File: config.mk
export PLATFORM = sky130hd
export DESIGN_NAME = axis_packet_arbiter
export DESIGN_NICKNAME = d
export VERILOG_FILES = /design/src/rtl/axis_packet_arbiter_pkg.sv /design/src/rtl/rr_priority_select.sv /design/src/rtl/axis_packet_arbiter.sv
export SDC_FILE = /design/constraint.sdc
export NUM_CORES = 1
export LEC_CHECK = 0
export BUFFER_PORTS_ARGS = -buffer_cell sky130_fd_sc_hd__buf_2
export CORE_AREA = 8 8 129 131
export DETAILED_ROUTE_END_ITERATION = 6
export DIE_AREA = 0 0 137 139
export HOLD_SLACK_MARGIN = 0.12
export PLACE_DENSITY = 0.65
export SLEW_MARGIN = 20
export SYNTH_ARGS = -nofsm -noshare
export SYNTH_HDL_FRONTEND = slang
export SYNTH_SLANG_ARGS = --single-unit
File: constraint.sdc
create_clock -name clk -period 1.9 [get_ports clk]
set_input_delay 0.095 -clock clk [delete_from_list [all_inputs] [get_ports clk]]
set_output_delay 0.095 -clock clk [all_outputs]
set_load 0.05 [all_outputs]
File: src/rtl/axis_packet_arbiter_pkg.sv
// Shared types and helpers for the packet arbiter and its round-robin selector.
package axis_packet_arbiter_pkg;

  typedef enum logic [1:0] {
    IDLE = 2'b00,
    PASS = 2'b01
  } arb_state_t;

  function automatic int unsigned sel_width(input int unsigned n);
    return (n <= 1) ? 1 : $clog2(n);
  endfunction

endpackage

File: src/rtl/rr_priority_select.sv
// Combinational round-robin picker: first requester after last_grant, with wrap-around.
module rr_priority_select #(
  parameter int unsigned NUM_INPUTS = 4,
  parameter int unsigned SEL_WIDTH  = 2
) (
  input  logic [NUM_INPUTS-1:0] req,
  input  logic [SEL_WIDTH-1:0]  last_grant,
  output logic [SEL_WIDTH-1:0]  grant,
  output logic                  any_req
);

  logic [SEL_WIDTH-1:0] idx;

  always_comb begin
    grant   = '0;
    any_req = 1'b0;
    idx     = '0;
    for (int unsigned i = 1; i <= NUM_INPUTS; i++) begin
      idx = SEL_WIDTH'((32'(last_grant) + i) % NUM_INPUTS);
      if (!any_req && req[idx]) begin
        grant   = idx;
        any_req = 1'b1;
      end
    end
  end

endmodule

File: src/rtl/axis_packet_arbiter.sv
// Packet-granular round-robin arbiter merging NUM_INPUTS AXIS sources onto one registered output.
module axis_packet_arbiter
  import axis_packet_arbiter_pkg::*;
#(
  parameter  int unsigned NUM_INPUTS = 4,
  parameter  int unsigned AXIS_BYTES = 8,
  localparam int unsigned SEL_WIDTH  = sel_width(NUM_INPUTS)
) (
  input  logic                               clk,
  input  logic                               sreset,
  output logic [NUM_INPUTS-1:0]              axis_i_tready,
  input  logic [NUM_INPUTS-1:0]              axis_i_tvalid,
  input  logic [NUM_INPUTS-1:0]              axis_i_tlast,
  input  logic [NUM_INPUTS*AXIS_BYTES*8-1:0] axis_i_tdata,
  input  logic                               axis_o_tready,
  output logic                               axis_o_tvalid,
  output logic                               axis_o_tlast,
  output logic [AXIS_BYTES*8-1:0]            axis_o_tdata,
  output logic [SEL_WIDTH-1:0]               axis_o_tsel
);

  localparam int unsigned DW = AXIS_BYTES * 8;

  arb_state_t           state, state_next;
  logic [SEL_WIDTH-1:0] grant, last_grant, rr_grant;
  logic                 rr_any;
  logic                 out_ready, accept, beat_last;
  logic [DW-1:0]        beat_data;

  rr_priority_select #(
    .NUM_INPUTS(NUM_INPUTS),
    .SEL_WIDTH (SEL_WIDTH)
  ) u_rr (
    .req       (axis_i_tvalid),
    .last_grant(last_grant),
    .grant     (rr_grant),
    .any_req   (rr_any)
  );

  always_comb begin
    beat_data = '0;
    beat_last = 1'b0;
    for (int unsigned n = 0; n < NUM_INPUTS; n++) begin
      if (SEL_WIDTH'(n) == grant) begin
        beat_data = axis_i_tdata[n*DW +: DW];
        beat_last = axis_i_tlast[n];
      end
    end
  end

  // tready depends only on the output register, never on other sources;
  // it is held low during reset so no beat is consumed and then discarded.
  always_comb begin
    out_ready     = !axis_o_tvalid || axis_o_tready;
    axis_i_tready = '0;
    accept        = 1'b0;
    state_next    = state;
    if (state == PASS && !sreset) begin
      axis_i_tready[grant] = out_ready;
      accept               = axis_i_tvalid[grant] && out_ready;
    end
    case (state)
      IDLE:    if (rr_any) state_next = PASS;
      PASS:    if (accept && beat_last) state_next = IDLE;
      default: state_next = IDLE;
    endcase
  end

  always_ff @(posedge clk) begin
    if (sreset) state <= IDLE;
    else        state <= state_next;
  end

  always_ff @(posedge clk) begin
    if (sreset) begin
      grant         <= '0;
      last_grant    <= SEL_WIDTH'(NUM_INPUTS - 1);
      axis_o_tvalid <= 1'b0;
      axis_o_tlast  <= 1'b0;
      axis_o_tsel   <= '0;
      axis_o_tdata  <= '0;
    end else begin
      if (state == IDLE && rr_any) grant <= rr_grant;
      if (accept && beat_last)     last_grant <= grant;
      if (accept) begin
        axis_o_tvalid <= 1'b1;
        axis_o_tlast  <= beat_last;
        axis_o_tdata  <= beat_data;
        axis_o_tsel   <= grant;
      end else if (axis_o_tready) begin
        axis_o_tvalid <= 1'b0;
      end
    end
  end

endmodule

==> results of run 1 <==
## Yosys cell counts
cell      count  share of area
a21oi_1      71          0.083
buf_1         2         0.0017
nor4_1        1         0.0015
a211oi_1      3         0.0052
a22oi_1       2         0.0035
nand3_1       3         0.0035
inv_1         2         0.0017
and2_1        2         0.0029
nor2_1       10         0.0087
mux4_2       65           0.34
o21ai_0       3         0.0035
a31oi_1       1         0.0015
dfxtp_1      73           0.34
o21ai_2       2         0.0041
o32a_1        1         0.0023
and3_1        2         0.0029
buf_4         6          0.010
buf_2        13          0.015
nand2_1     140           0.12
o211ai_1      3         0.0052
nand2b_1      6         0.0087
clkbuf_1     17          0.015
mux2_2        1         0.0026
nor3b_1       1         0.0017
nor3_1        1         0.0012
buf_6         4          0.010
nor2b_1       2         0.0029
## how the worst min path moves through the flow
stage	startpoint	depth (start not counted)	slack (ns)	to
CTS	axis_o_tready	3	0.14	axis_o_tvalid
detailed placement	axis_o_tdata[55]	2	0.44	axis_o_tdata[55]
global placement	axis_o_tdata[44]	2	0.44	axis_o_tdata[44]
global route	axis_o_tready	3	0.16	axis_o_tvalid
floorplan	axis_i_tlast[3]	2	0.32	last_grant[0]
finish	axis_o_tready	3	0.15	axis_o_tvalid
## critical path: stages (launching register included)
cell and delay (ns):
dfxtp_1 0.35, nor2b_1 0.29, and2_1 0.23, nand2_1 0.09, nor2_1 0.09, buf_2 0.27
## routing by layer
layer  routed length [um]  track usage
met3                 1660       0.0580
met2                 8610        0.307
met5                    0            0
met1                 6110        0.179
met4                  288       0.0618
## power by group through the flow
stage	clock, mW	sequential, mW	combinational (mW)
5_1_grt	1.77	1.68	1.56
2_1_floorplan	0	1.95	0.702
6_report	1.64	1.67	1.45
4_1_cts	1.70	1.67	1.47
3_5_place_dp	0	1.70	1.47
3_3_place_gp	0	1.70	1.46
## cell usage in the layout, fill, tap and decap left out, drive strengths merged, types with 3 or more instances in the layout
master / n
dfxtp: 73
buf: 348
a211oi: 3
nand2b: 6
nand2: 140
nor2: 10
o21ai: 5
mux4: 65
o211ai: 3
clkbuf: 14
nand3: 3
a21oi: 71
## per-stage QoR
stage          hold slack [ns]   util
3_3_place_gp             0.438  0.421
3_5_place_dp             0.443  0.421
6_report                 0.152  0.441
4_1_cts                  0.140  0.441
2_1_floorplan            0.324      -
5_1_grt                  0.156  0.441
## kinds of logic after synthesis
| logic type | Yosys count | share of synthesized area |
|---|---|---|
| flip-flops | 73 | 0.339 |
| AND/OR/NAND/NOR | 168 | 0.156 |
| buffers and inverters | 44 | 0.0543 |
| AO/OA/AOI/OAI | 86 | 0.108 |
| multiplexers | 66 | 0.343 |
## final cells by class
cell class / instances / share of cell area
repair buffers: 349 / 0.288
flip-flops and latches: 73 / 0.226
multi-input cells: 320 / 0.404
clock buffers: 14 / 0.0436
inverters: 2 / 0.00115
well taps: 188 / 0.0361
clock inverters: 2 / 0.00154
## state kept, by name (all words and copies together), names as in the netlist
register       flops
axis_o_tdata      64
axis_o_tlast       1
axis_o_tsel        2
axis_o_tvalid      1
grant              2
last_grant         2
state              1
## repair_timing
action | in CTS | in global routing
endpoints found under the hold margin | 1 | 0
hold buffers | 1 | 0
setup endpoints to repair | 0 | 0
==> impl_metrics.py, run 1 <==
metrics = {
    "critical_path": {
        "criticalPathCategory": "reg2out",
        "worst_r2r_path_depth": 5,
        "startpoint": "state[0]",
        "regToRegStartpoint": "grant[1]",
        "worstSetupStartpointType": "register",
        "crit_arrival_ns": 1.65,
        "reg2reg_slack_ns": 0.27,
        "cp_max_fo": 4,
        "critPathCapture": "axis_i_tready[1]",
        "required_ns": 1.80,
        "worstSetupEndpointType": "output pin",
        "r2r_end": "axis_o_tdata[26]",
    },
    "drt": {
        "routed_wl_mm": 16.7,
        "wl_per_cell_um": 17.6,
        "drcViolationCount": 0,
        "drt_iter0_drc": 152,
        "first_pass_iters": 4,
        "postRouteAntennaNets": 0,
        "vias_per_cell": 4.86,
        "vias": 4607,
    },
    "clock_tree": {
        "cts.path.max_buffers": 2,
        "clk_latency_ns": 0.33,
        "cts-root-buf": "clkbuf_16",
        "cts.sinks": 73,
        "postCtsResizedCells": 0,
        "cts_tree": "yes",
        "postCtsSetupBuffers": 0,
        "htree_levels": 3,
        "cts-buffers-inserted": 9,
        "clk_pin_slew_ns": 0.05,
    },
    "placement": {
        "port_buffers": 338,
        "dpl-instance-area_um2": 6210,
        "dpl.hpwl_mm": 13.7,
        "post-place-ws_ns": 0.292,
        "gp_congestion": 0.764,
        "place_inst": 931,
    },
    "die": {
        "die_area_um2": 19000,
        "die_h_um": 139,
        "start_util": 0.292,
        "die_w_um": 137,
        "num_rows": 45,
        "pin_count": 339,
        "core_area_um2": 14800,
    },
    "status": {
        "status": "finished clean",
    },
    "logic_synthesis": {
        "synth_area_per_cell_um2": 9.85,
        "netlist_area_um2": 4310,
        "syn_nets": 704,
        "synth.distinct_cells": 27,
        "seq_area_frac_synth": 0.339,
        "ys_ff_latch": 73,
        "synthCells": 437,
        "yosysWarnings": 0,
    },
    "sta": {
        "setup_viol": 0,
        "timing.final.crit_share": 0.921,
        "slew_headroom": 0.703,
        "fmax_mhz": 572,
        "min_period_ns": 1.75,
        "setup_ws_ns": 0.151,
        "hold_viol": 0,
        "tightest_slew_ns": 0.446,
        "skew_ns": 0.00477,
        "rsz0062_at_grt": "no",
        "fin_setup_tns_ns": 0,
        "drv_slew": 0,
    },
    "finish": {
        "area_growth_pct": 51.2,
        "multi_input_area_um2": 2630,
        "diodes": 0,
        "regArea_um2": 1470,
        "fillerInstances": 1479,
        "nets": 1022,
        "final_area_um2": 6510,
        "drive_above_1_share": 0.575,
        "instances_no_fill": 948,
    },
    "power": {
        "pwr-share-comb": 0.305,
        "p_sw_mw": 1.44,
        "total_power_mw": 4.76,
        "leakagePower_nw": 2.94,
        "p_int_mw": 3.32,
        "ir_worst_vdd_uv": 381,
        "power.density_nw_per_um2": 731,
        "clkPwrFrac": 0.345,
        "p_sw_frac": 0.302,
        "pwr-share-seq": 0.350,
    },
    "grt": {
        "antenna_found_initial": 0,
        "grt_max_degree": 77,
        "grt_pass1_wl_mm": 25.6,
        "grt.total_usage": 0.171,
        "grt_pass1_vias": 4963,
        "grt.overflow.total": 0,
    },
    "hold_path": {
        "hp-class": "in2reg",
    },
    "run": {
        "maxCapViolCount": 0,
    },
}
(Power assumes the default switching activity.)
==> run 2: changes to the inputs <==
--- a/config.mk
+++ b/config.mk
@@ -6,12 +6,13 @@
 export NUM_CORES = 1
 export LEC_CHECK = 0
 export BUFFER_PORTS_ARGS = -buffer_cell sky130_fd_sc_hd__buf_2
-export CORE_AREA = 8 8 129 131
+export CORE_AREA = 8 8 128 130
 export DETAILED_ROUTE_END_ITERATION = 6
-export DIE_AREA = 0 0 137 139
+export DIE_AREA = 0 0 136 138
 export HOLD_SLACK_MARGIN = 0.12
-export PLACE_DENSITY = 0.65
+export PLACE_DENSITY_LB_ADDON = 0.3
 export SLEW_MARGIN = 20
 export SYNTH_ARGS = -nofsm -noshare
 export SYNTH_HDL_FRONTEND = slang
+export SYNTH_HIERARCHICAL = 1
 export SYNTH_SLANG_ARGS = --single-unit
==> impl_metrics.py, run 2 <==
metrics = {
    "power": {
        "leakagePower_nw": 2.95,
        "pwr-share-seq": 0.332,
        "clkPwrFrac": 0.404,
        "p_int_mw": 3.60,
        "p_sw_frac": 0.279,
        "ir_worst_vdd_uv": 485,
        "p_sw_mw": 1.39,
        "pwr-share-comb": 0.265,
        "power.density_nw_per_um2": 766,
    },
    "critical_path": {
        "regToRegStartpoint": "grant[0]",
        "worstSetupEndpointType": "register",
        "cp_max_fo": 27,
        "crit_chain": "mux4_2 > and3_4 > buf_4 > nand2_1 > a21oi_1",
        "required_ns": 2.10,
        "reg2reg_slack_ns": 0.21,
        "criticalPathCategory": "reg2reg",
        "crit_buf_inv": 1,
        "worst_r2r_path_depth": 5,
        "crit_arrival_ns": 1.89,
        "crit_family": "multiplexers",
        "slowest_delay_ns": 0.52,
        "worstSetupStartpointType": "register",
        "r2r_end": "axis_o_tdata[39]",
        "slowest_stage": "mux4_2",
    },
    "finish": {
        "area_growth_pct": 53.6,
        "nets": 1013,
        "drive_above_1_share": 0.583,
        "layout_common_cells": "buf_2 (338), nand2_1 (135), dfxtp_1 (71), a21oi_1 (68), mux4_2 (65)",
        "mostFrequentLayoutCell": "buf_2",
        "final_area_um2": 6520,
        "largest_register_ffs": 64,
        "top_register": "axis_o_tdata",
        "final_core_util": 0.456,
    },
    "clock_tree": {
        "clk_pin_slew_ns": 0.06,
        "clk_latency_ns": 0.33,
        "cts.sinks": 73,
        "cts-buffers-inserted": 9,
        "cts-root-buf": "clkbuf_16",
        "htree_levels": 3,
        "cts.path.max_buffers": 2,
        "cts_tree": "yes",
    },
    "logic_synthesis": {
        "ys_top_cells_by_count": "nand2_1 (135), dfxtp_1 (73), a21oi_1 (68), mux4_2 (65), clkbuf_1 (16)",
        "synth.distinct_cells": 30,
        "synth_area_per_cell_um2": 10.0,
        "synthFlopType": "dfxtp_1",
        "async_flop_share": 0,
        "synth_edf_count": 0,
        "yosysWarnings": 6,
        "netlist_area_um2": 4250,
        "synthTopCellsByArea": "mux4_2 (34%), dfxtp_1 (34%), nand2_1 (12%)",
        "synth_top_area_frac": 0.345,
        "synthCells": 423,
        "seq_area_frac_synth": 0.344,
        "ys_ff_latch": 73,
        "syn_nets": 690,
        "synth.most_common_cell": "nand2_1",
        "yosys.area.top_type": "mux4_2",
    },
    "sta": {
        "fin_setup_tns_ns": 0,
        "hold_viol": 0,
        "tightest_slew_ns": 0.451,
        "skew_ns": 0.00434,
        "rsz0062_at_grt": "no",
        "setup_viol": 0,
        "fmax_mhz": 590,
        "drv_slew": 0,
        "timing.final.crit_share": 0.892,
        "slew_headroom": 0.698,
        "min_period_ns": 1.69,
    },
    "drt": {
        "postRouteAntennaNets": 0,
        "vias": 4500,
        "drcViolationCount": 0,
        "drt_iter0_drc": 182,
        "wl_per_cell_um": 17.9,
        "vias_per_cell": 4.81,
        "first_pass_iters": 4,
        "routed_wl_mm": 16.8,
    },
    "status": {
        "status": "finished clean",
    },
    "hold_path": {
        "hp-class": "in2reg",
        "holdPathStages": 4,
        "min_to": "state[0]",
        "hp-start": "axis_i_tvalid[2]",
    },
    "grt": {
        "grt_pass1_wl_mm": 25.5,
        "grt_max_degree": 50,
        "antenna_found_initial": 2,
        "grt_pass1_vias": 4697,
        "grt.overflow.total": 0,
        "grt.total_usage": 0.172,
    },
    "die": {
        "core_area_um2": 14300,
        "die_area_um2": 18800,
        "start_util": 0.297,
        "num_rows": 44,
        "die_w_um": 136,
        "pin_count": 339,
        "die_h_um": 138,
    },
    "run": {
        "maxCapViolCount": 0,
    },
    "placement": {
        "dpl-instance-area_um2": 6130,
        "dpl.hpwl_mm": 13.7,
        "gp_congestion": 0.765,
        "port_buffers": 338,
    },
}
[run 2: cell families after synthesis]
group	share of synthesized area
buf+inv	0.0492
compound gates	0.102
flops	0.344
mux	0.352
simple gates	0.153
[run 2: layer usage]
layer / routed length, um / GRT usage / vias to the layer above / part of all wire
li1: - / - / 2185 / -
met1: 6590 / 0.195 / 2106 / 0.39
met2: 8510 / 0.304 / 190 / 0.51
met3: 1470 / 0.0529 / 17 / 0.088
met4: 182 / 0.0457 / 2 / 0.011
met5: 12 / 0 / - / 0.00072
[run 2: worst min-delay path, stage by stage]
cell and delay (ns):
buf_2 0.13, nor2_1 0.06, nand2_1 0.07, o211a_1 0.12
[run 2: power groups by stage]
stage          Clock, mW  Sequential (mW)  Combinational (mW)
2_1_floorplan          0             1.94               0.607
3_3_place_gp           0             1.69                1.33
3_5_place_dp           0             1.69                1.34
4_1_cts             2.07             1.66                1.34
5_1_grt             2.16             1.67                1.43
6_report            2.02             1.66                1.32
[run 2: per-stage QoR]
| step | hold slack, ns | total power, mW | worst slack (ns) | cells |
|---|---|---|---|---|
| floorplan | 0.323 | 2.54 | 0.192 | 423 |
| global placement | 0.438 | 3.01 | 0.219 | 918 |
| detailed placement | 0.444 | 3.03 | 0.211 | 918 |
| CTS | 0.158 | 5.07 | 0.0877 | 935 |
| global route | 0.203 | 5.26 | 0.0465 | 936 |
| finish | 0.177 | 5.00 | 0.206 | 936 |
[run 2: worst max-delay path by stage]
stage | end | slack [ns] | depth (start not counted) | from
after detailed placement | axis_o_tdata[36] | 0.21 | 5 | grant[0]
after floorplan | axis_i_tready[1] | 0.19 | 4 | grant[0]
after global routing | axis_i_tready[1] | 0.05 | 4 | grant[0]
after global placement | axis_o_tdata[38] | 0.22 | 5 | grant[0]
after CTS | axis_i_tready[1] | 0.09 | 4 | grant[0]
final | axis_o_tdata[39] | 0.21 | 5 | grant[0]
[run 2: cell type report]
type                    instances  area [um^2]
multi-input cells             309         2590
fillers                      1433         7790
diodes                          1         2.50
inverters                       3         11.3
well taps                     184          230
flip-flops and latches         73         1470
repair buffers                350         1850
clock buffers                  13          303
clock inverters                 3         65.1
[run 2: what timing repair did]
| item | 4_1_cts | 5_1_grt |
|---|---|---|
| hold buffers | 1 | 0 |
| gates resized for setup | 1 | 2 |
| setup buffers | 0 | 0 |
| setup endpoints to repair | 2 | 1 |
| hold endpoints to repair | 1 | 0 |
